**src/rtl/fp_posit_pkg.sv**
```systemverilog
// Shared widths, derived sizes and decoded-operand records for the FP x posit lane array.
package fp_posit_pkg;

  localparam int FP_EXP_W     = 5;
  localparam int FP_MAN_W     = 10;
  localparam int FP_ACT_W     = 1 + FP_EXP_W + FP_MAN_W;
  localparam int FP_BIAS      = (1 << (FP_EXP_W - 1)) - 1;
  localparam int POS_MAX_PREC = 8;
  localparam int FRAC_MAX     = POS_MAX_PREC - 3;
  localparam int MO           = FP_MAN_W + FRAC_MAX + 2;
  localparam int SCALE_W      = 8;

  typedef struct packed {
    logic                      sign;
    logic                      zero;
    logic                      nar;
    logic signed [SCALE_W-1:0] scale;
    logic [FRAC_MAX-1:0]       frac;
  } posit_dec_t;

  typedef struct packed {
    logic                      sign;
    logic                      zero;
    logic                      nar;
    logic signed [SCALE_W-1:0] exp;
    logic [FP_MAN_W:0]         sig;
  } act_dec_t;

  // Out-of-range word lengths fall back to the widest supported posit.
  function automatic logic [3:0] clamp_prec(input logic [3:0] p);
    if ((p < 4'd3) || (p > 4'(POS_MAX_PREC))) begin
      return 4'(POS_MAX_PREC);
    end else begin
      return p;
    end
  endfunction

  function automatic logic [1:0] clamp_es(input logic [1:0] e);
    if (e == 2'd3) begin
      return 2'd2;
    end else begin
      return e;
    end
  endfunction

endpackage

```
**src/rtl/fp_posit_mul_vec_posit_decode.sv**
```systemverilog
// Combinational decode of one posit word (value held in the low `precision` bits).
module posit_decode
  import fp_posit_pkg::*;
(
  input  logic [POS_MAX_PREC-1:0] word,
  input  logic [3:0]              precision,
  input  logic [1:0]              es,
  output posit_dec_t              dec
);

  logic [POS_MAX_PREC-1:0] al_s;
  logic [POS_MAX_PREC-2:0] body_s;
  logic [POS_MAX_PREC-2:0] rem_s;
  logic [3:0]              nb_s;
  logic [2:0]              run_s;
  logic [2:0]              used_s;
  logic                    rb_s;
  logic                    term_s;
  logic                    scan_done_s;
  logic signed [7:0]       k_s;
  logic [1:0]              e_s;

  // Left-align the word, fold negatives to magnitude, then split regime/exponent/fraction
  always_comb begin
    dec         = '0;
    al_s        = word << (4'(POS_MAX_PREC) - precision);
    nb_s        = precision - 4'd1;
    dec.zero    = (al_s == 8'h00);
    dec.nar     = (al_s == 8'h80);
    dec.sign    = al_s[POS_MAX_PREC-1];
    if (al_s[POS_MAX_PREC-1]) begin
      body_s = ~al_s[POS_MAX_PREC-2:0] + 7'd1;
    end else begin
      body_s = al_s[POS_MAX_PREC-2:0];
    end
    rb_s        = body_s[POS_MAX_PREC-2];
    run_s       = 3'd0;
    term_s      = 1'b0;
    scan_done_s = 1'b0;
    for (int i = 0; i < POS_MAX_PREC - 1; i++) begin
      if (!scan_done_s && (4'(i) < nb_s)) begin
        if (body_s[POS_MAX_PREC-2-i] == rb_s) begin
          run_s = run_s + 3'd1;
        end else begin
          term_s      = 1'b1;
          scan_done_s = 1'b1;
        end
      end else begin
        scan_done_s = 1'b1;
      end
    end
    used_s = run_s + {2'b00, term_s};
    rem_s  = body_s << used_s;
    if (rb_s) begin
      k_s = $signed({5'b00000, run_s}) - 8'sd1;
    end else begin
      k_s = 8'sd0 - $signed({5'b00000, run_s});
    end
    // Bits past the end of the word shifted in as zeros, so short exponents pad naturally.
    case (es)
      2'd0: begin
        e_s      = 2'd0;
        dec.frac = rem_s[6:2];
      end
      2'd1: begin
        e_s      = {1'b0, rem_s[6]};
        dec.frac = rem_s[5:1];
      end
      default: begin
        e_s      = rem_s[6:5];
        dec.frac = rem_s[4:0];
      end
    endcase
    dec.scale = (k_s <<< es) + $signed({6'b000000, e_s});
  end

endmodule

```
**src/rtl/fp_posit_mul_vec.sv**
```systemverilog
// Multi-lane FP x posit multiplier: bit-serial posit collection, decode, unnormalised multiply.
module fp_posit_mul_vec
  import fp_posit_pkg::*;
#(
  parameter int ACT_WIDTH  = FP_ACT_W,
  parameter int EXP_WIDTH  = FP_EXP_W,
  parameter int MAN_WIDTH  = FP_MAN_W,
  parameter int LANES      = 4,
  parameter int MAX_PREC   = POS_MAX_PREC,
  parameter int EXPO_WIDTH = SCALE_W
) (
  input  logic                                     clk,
  input  logic                                     rst,
  input  logic [ACT_WIDTH-1:0]                     act,
  input  logic [LANES-1:0]                         w,
  input  logic                                     valid,
  input  logic                                     set,
  input  logic [3:0]                               precision,
  input  logic [1:0]                               es,
  output logic [LANES-1:0]                         sign_out,
  output logic [LANES*EXPO_WIDTH-1:0]              exp_out,
  output logic [LANES*(MAN_WIDTH+MAX_PREC-1)-1:0]  mantissa_out,
  output logic                                     done,
  output logic [LANES-1:0]                         zero_out,
  output logic [LANES-1:0]                         NaR_out
);

  localparam int MO_L = MAN_WIDTH + MAX_PREC - 1;

  logic [3:0]           prec_r;
  logic [1:0]           es_r;
  logic [3:0]           cnt_r;
  logic [MAX_PREC-1:0]  sh_r [LANES];
  logic [ACT_WIDTH-1:0] act_cap_r;
  logic                 v1_r;
  logic [MAX_PREC-1:0]  word1_r [LANES];
  logic [ACT_WIDTH-1:0] act1_r;
  logic [3:0]           prec1_r;
  logic [1:0]           es1_r;
  posit_dec_t           pdec_s [LANES];
  act_dec_t             adec_s;
  logic                 v2_r;
  posit_dec_t           pdec2_r [LANES];
  act_dec_t             adec2_r;
  logic [EXP_WIDTH-1:0] aexp_s;
  logic [MAN_WIDTH-1:0] aman_s;
  logic [MO_L-1:0]      prod_s [LANES];
  logic signed [SCALE_W-1:0] sum_s [LANES];

  // Collect stage: configuration, bit-serial shifting and hand-off of completed words
  always_ff @(posedge clk) begin
    if (rst) begin
      prec_r    <= 4'(MAX_PREC);
      es_r      <= 2'd0;
      cnt_r     <= 4'd0;
      act_cap_r <= '0;
      v1_r      <= 1'b0;
      act1_r    <= '0;
      prec1_r   <= 4'(MAX_PREC);
      es1_r     <= 2'd0;
      for (int i = 0; i < LANES; i++) begin
        sh_r[i]    <= '0;
        word1_r[i] <= '0;
      end
    end else if (set) begin
      prec_r <= clamp_prec(precision);
      es_r   <= clamp_es(es);
      cnt_r  <= 4'd0;
      v1_r   <= 1'b0;
      for (int i = 0; i < LANES; i++) begin
        sh_r[i] <= '0;
      end
    end else if (valid) begin
      for (int i = 0; i < LANES; i++) begin
        sh_r[i] <= {sh_r[i][MAX_PREC-2:0], w[i]};
      end
      if (cnt_r == 4'd0) begin
        act_cap_r <= act;
      end
      if (cnt_r == (prec_r - 4'd1)) begin
        cnt_r   <= 4'd0;
        v1_r    <= 1'b1;
        act1_r  <= act_cap_r;
        prec1_r <= prec_r;
        es1_r   <= es_r;
        for (int i = 0; i < LANES; i++) begin
          word1_r[i] <= {sh_r[i][MAX_PREC-2:0], w[i]};
        end
      end else begin
        cnt_r <= cnt_r + 4'd1;
        v1_r  <= 1'b0;
      end
    end else begin
      v1_r <= 1'b0;
    end
  end

  for (genvar g = 0; g < LANES; g++) begin : g_lane
    posit_decode u_dec (
      .word      (word1_r[g]),
      .precision (prec1_r),
      .es        (es1_r),
      .dec       (pdec_s[g])
    );
  end

  assign aexp_s = act1_r[ACT_WIDTH-2 -: EXP_WIDTH];
  assign aman_s = act1_r[MAN_WIDTH-1:0];

  // Activation decode: subnormals use exponent 1-bias with a zero hidden bit
  always_comb begin
    adec_s      = '0;
    adec_s.sign = act1_r[ACT_WIDTH-1];
    adec_s.nar  = &aexp_s;
    adec_s.zero = (aexp_s == {EXP_WIDTH{1'b0}}) && (aman_s == {MAN_WIDTH{1'b0}});
    if (aexp_s == {EXP_WIDTH{1'b0}}) begin
      adec_s.exp = SCALE_W'(1 - FP_BIAS);
      adec_s.sig = {1'b0, aman_s};
    end else begin
      adec_s.exp = SCALE_W'(aexp_s) - SCALE_W'(FP_BIAS);
      adec_s.sig = {1'b1, aman_s};
    end
  end

  // Decode stage register
  always_ff @(posedge clk) begin
    if (rst) begin
      v2_r    <= 1'b0;
      adec2_r <= '0;
      for (int i = 0; i < LANES; i++) begin
        pdec2_r[i] <= '0;
      end
    end else begin
      v2_r    <= v1_r;
      adec2_r <= adec_s;
      for (int i = 0; i < LANES; i++) begin
        pdec2_r[i] <= pdec_s[i];
      end
    end
  end

  // Per-lane significand product and exponent sum
  always_comb begin
    for (int i = 0; i < LANES; i++) begin
      prod_s[i] = MO_L'(adec2_r.sig) * MO_L'({1'b1, pdec2_r[i].frac});
      sum_s[i]  = adec2_r.exp + pdec2_r[i].scale;
    end
  end

  // Multiply stage register: outputs update only on done and hold otherwise
  always_ff @(posedge clk) begin
    if (rst) begin
      done         <= 1'b0;
      sign_out     <= '0;
      exp_out      <= '0;
      mantissa_out <= '0;
      zero_out     <= '0;
      NaR_out      <= '0;
    end else begin
      done <= v2_r;
      if (v2_r) begin
        for (int i = 0; i < LANES; i++) begin
          sign_out[i]                            <= adec2_r.sign ^ pdec2_r[i].sign;
          NaR_out[i]                             <= adec2_r.nar | pdec2_r[i].nar;
          zero_out[i]                            <= !(adec2_r.nar | pdec2_r[i].nar) &&
                                                    (adec2_r.zero | pdec2_r[i].zero);
          exp_out[i*EXPO_WIDTH +: EXPO_WIDTH]    <= EXPO_WIDTH'(sum_s[i]);
          mantissa_out[i*MO_L +: MO_L]           <= prod_s[i];
        end
      end
    end
  end

endmodule

```
**config.mk**
```make
export PLATFORM = sky130hd
export DESIGN_NAME = fp_posit_mul_vec
export DESIGN_NICKNAME = d
export VERILOG_FILES = /design/src/rtl/fp_posit_pkg.sv /design/src/rtl/fp_posit_mul_vec_posit_decode.sv /design/src/rtl/fp_posit_mul_vec.sv
export SDC_FILE = /design/constraint.sdc
export NUM_CORES = 1
export LEC_CHECK = 0
export CAP_MARGIN = 20
export CORE_ASPECT_RATIO = 1.4
export CORE_MARGIN = 2
export CORE_UTILIZATION = 65
export DETAILED_ROUTE_END_ITERATION = 7
export HOLD_SLACK_MARGIN = 0.06
export PLACE_DENSITY = 0.86
export SLEW_MARGIN = 5
export SYNTH_ARGS = -nofsm -noshare
export SYNTH_HDL_FRONTEND = slang
export SYNTH_SLANG_ARGS = --single-unit
```
**constraint.sdc**
```tcl
create_clock -name clk -period 27.6 [get_ports clk]
set_input_delay 2.76 -clock clk [delete_from_list [all_inputs] [get_ports clk]]
set_output_delay 2.76 -clock clk [all_outputs]
set_load 0.01 [all_outputs]
```
==> flow_metrics.env <==
export IMPL_rrSetupSlack_ps=16720
export IMPL_min_from="v1_r"
export IMPL_synth_cells=2974
export IMPL_ant_nets=0
export IMPL_maxSlewViolCount=0
export IMPL_postSynth_asyncResetShare_pct=0
export IMPL_hp_class="reg -> reg"
export IMPL_synth_edff_count=53
export IMPL_wl_um=72700
export IMPL_vias_per_cell=6.26
export IMPL_antenna_found_initial=0
export IMPL_drt_iter0_drc=1629
export IMPL_crit_reg2reg_launch="prec1_r[0]"
export IMPL_post_dp_cell_area_um2=28100
export IMPL_dp_hpwl_um=55300
export IMPL_worstMarginPinSlew_ps=1110
export IMPL_final_area_um2=29200
export IMPL_numCtsBuffers=31
export IMPL_drc=0
export IMPL_finalClockSkew_ps=24.9
export IMPL_met3WireLength_um=3490
export IMPL_place_congestion=0.962
export IMPL_ff2ff_path_depth=37
export IMPL_synth_ff_type="dfxtp_1"
export IMPL_end_kind="flop"
export IMPL_die_h_um=243
export IMPL_finalSetupTns_ps=0
export IMPL_crit_path_frequent_cell="ha_1"
export IMPL_path_class="reg -> reg"
export IMPL_hold_depth=1
export IMPL_layout_cells_non_filler=3565
export IMPL_final_hold_violation_count=0
export IMPL_cts_root_buf="clkbuf_16"
export IMPL_seq_power_share_pct=38.9
export IMPL_ys_warn_count=0
export IMPL_m1WireLength_um=26900
export IMPL_power_switching_mw=0.480
export IMPL_cts_reportedPaths_clkPinSlew_ps=70
export IMPL_cpMaxStageDelayCell="nor4_1"
export IMPL_grt_util_all_layers_pct=34.0
export IMPL_hold_end="v2_r"
export IMPL_clk_latency_ps=590
export IMPL_synthesis_area_um2=26500
export IMPL_port_buffers=142
export IMPL_grt_pass1_vias=22600
export IMPL_p_per_area_nw_per_um2=46.9
export IMPL_avgSynthCellArea_um2=8.93
export IMPL_area_delta_synth_final_pct=10.0
export IMPL_die_w_um=175
export IMPL_die_area_um2=42500
export IMPL_ys_types=111
export IMPL_start_util_pct=65.9
export IMPL_outcome="complete, no violations"
export IMPL_dr_pass1_iters=6
export IMPL_wl_per_cell_um=20.4
export IMPL_post_route_util_pct=72.5
export IMPL_cp_arrival_ps=11380
export IMPL_place_inst=3506
export IMPL_critPathMaxFanout=16
export IMPL_routed_wl_met2_um=37300
export IMPL_io_pins=143
export IMPL_tritoncts="built"
export IMPL_ctsResizeCount=0
export IMPL_nets=3376
export IMPL_maxCapViolCount=0
export IMPL_syn_nets=3345
export IMPL_cts_setup_buffers=0
export IMPL_grt_overflow_total=0
export IMPL_rsz0062_at_grt="no"
export IMPL_ys_seq_area_share_pct=25.2
export IMPL_reg2reg_to="pdec2_r[2][9]"
export IMPL_num_vias=22300
export IMPL_swShare_pct=35.0
export IMPL_max_freq_ghz=0.0919
export IMPL_clock_sinks=307
export IMPL_rows=87
export IMPL_vdd_drop_max_v=0.0000632
export IMPL_cp_required_ps=28110
export IMPL_finalPower_mw=1.37
export IMPL_hold_buffers=0
export IMPL_setup_viol=0
export IMPL_period_share_pct=39.4
export IMPL_htree_levels=1
export IMPL_grt_pass1_wl_um=116000
export IMPL_p_clk_share_pct=31.8
export IMPL_cp_slowest_stage_delay_ps=840
export IMPL_p_int_mw=0.889
export IMPL_period_needed_ps=10880
export IMPL_drive_gt1_share_pct=6.37
export IMPL_slew_headroom_pct=25.4
export IMPL_clockBufferDepth=3
export IMPL_topRoutingLayerUsed="met4"
export IMPL_power_leakage_nw=12.7
export IMPL_grt_max_degree=76
export IMPL_coreArea_um2=40300
export IMPL_synth_seq_cells=307
export IMPL_critPathLaunchType="flop"
export IMPL_combPwrFrac_pct=29.3
## cells by family (layout without fill, tap and decap cells)
| family | Yosys count | count (layout) | synth area share (%) |
|---|---|---|---|
| AND/OR/NAND/NOR | 995 | 995 | 19.1 |
| AO/OA/AOI/OAI | 598 | 598 | 15.1 |
| buffers and inverters | 374 | 429 | 5.69 |
| adder cells (fa/ha/maj) | 341 | 341 | 20.5 |
| flip-flops | 307 | 307 | 25.2 |
| multiplexers | 195 | 195 | 8.29 |
| XOR/XNOR | 164 | 164 | 6.19 |
| other | 0 | 2 | 0 |
## sequential cells by signal, indices dropped and copies added (netlist names)
signal and count:
NaR_out 4, sh_r 28, adec2_r 20, zero_out 4
exp_out 32, es1_r 2, v1_r 1, prec_r 4
prec1_r 4, pdec2_r 64, act_cap_r 16, word1_r 32
act1_r 16, sign_out 4, es_r 2, done 1
cnt_r 4, mantissa_out 68, v2_r 1
## metrics by stage
step | hold slack (ps) | worst slack [ps]
after detailed placement | 424 | 16800
after global routing | 465 | 15810
final | 439 | 16720
after CTS | 438 | 16800
after floorplan | 414 | 17660
after global placement | 416 | 17190
## cell usage after synthesis, types with 44 or more instances
cell type,number,area [µm²]
and2_1,154,963
mux2i_1,153,1530
fa_1,156,3120
edfxtp_1,53,1590
a21oi_1,167,836
nand2_1,233,875
o21ai_0,111,556
inv_1,192,721
dfxtp_1,254,5080
o21bai_1,44,330
xnor2_1,120,1050
ha_1,185,2310
and3_1,81,507
nor2_1,256,961
clkbuf_1,133,499
## worst max-delay path by stage
| stage | start | to | slack [ps] | depth (start not counted) |
|---|---|---|---|---|
| final | prec1_r[0] | pdec2_r[2][9] | 16720 | 37 |
| after global placement | prec1_r[0] | pdec2_r[2][9] | 17190 | 37 |
| after CTS | prec1_r[0] | pdec2_r[1][9] | 16800 | 39 |
| after floorplan | prec1_r[0] | pdec2_r[2][9] | 17660 | 44 |
| after detailed placement | prec1_r[0] | pdec2_r[1][9] | 16800 | 39 |
| after global routing | prec1_r[0] | pdec2_r[1][9] | 15810 | 39 |
## critical path, delay by kind of cell, from the launching register on
family	cells	cell delay [ps]
compound gates	9	2060
xor+xnor	3	620
fa+ha+maj	9	3040
buf+inv	6	1450
flops	1	320
mux	4	940
simple gates	6	2370
## per-layer routing
metal | track usage, % | up-vias
met5 | 0 | -
met4 | 21.8 | 0
met3 | 3.73 | 268
met2 | 62.1 | 812
met1 | 37.0 | 10800
li1 | - | 10400
## power groups by stage
stage	clock, mW	sequential [mW]	combinational, mW
finish	0.435	0.533	0.401
floorplan	0	0.501	0.323
global route	0.457	0.535	0.441
detailed placement	0	0.540	0.390
CTS	0.440	0.530	0.393
global placement	0	0.537	0.376
## final cells by class
type                            instances  area, µm²
Fill cell                            2896      11100
Inverter                              193        724
Clock inverter                         13        134
Timing Repair Buffer                  179       1700
Antenna cell                            2       5.00
Multi-Input combinational cell       2293      18400
Clock buffer                           44        926
Sequential cell                       307       6680
Tap cell                              534        668
## cells in the final DEF, fill, tap and decap left out, types with 17 or more instances in the layout
cell	netlist	layout
a211o_1	17	17
a211oi_1	40	40
a21o_1	30	30
a21oi_1	167	167
a22o_1	20	20
a31oi_1	19	19
and2_1	154	154
and3_1	81	81
buf_4	8	37
clkbuf_16	0	32
clkdlybuf4s50_1	0	141
dfxtp_1	254	251
edfxtp_1	53	53
fa_1	156	156
ha_1	185	184
inv_1	192	192
mux2_2	25	25
mux2i_1	153	153
nand2_1	233	233
nand2b_1	24	24
nand3_1	42	42
nand4_1	18	18
nor2_1	256	256
nor2b_1	43	43
nor3_1	40	40
o211ai_1	23	23
o21ai_0	111	111
o21bai_1	44	44
xnor2_1	120	120
xor2_1	28	28
Note: power is estimated with default switching activity, not from simulation.
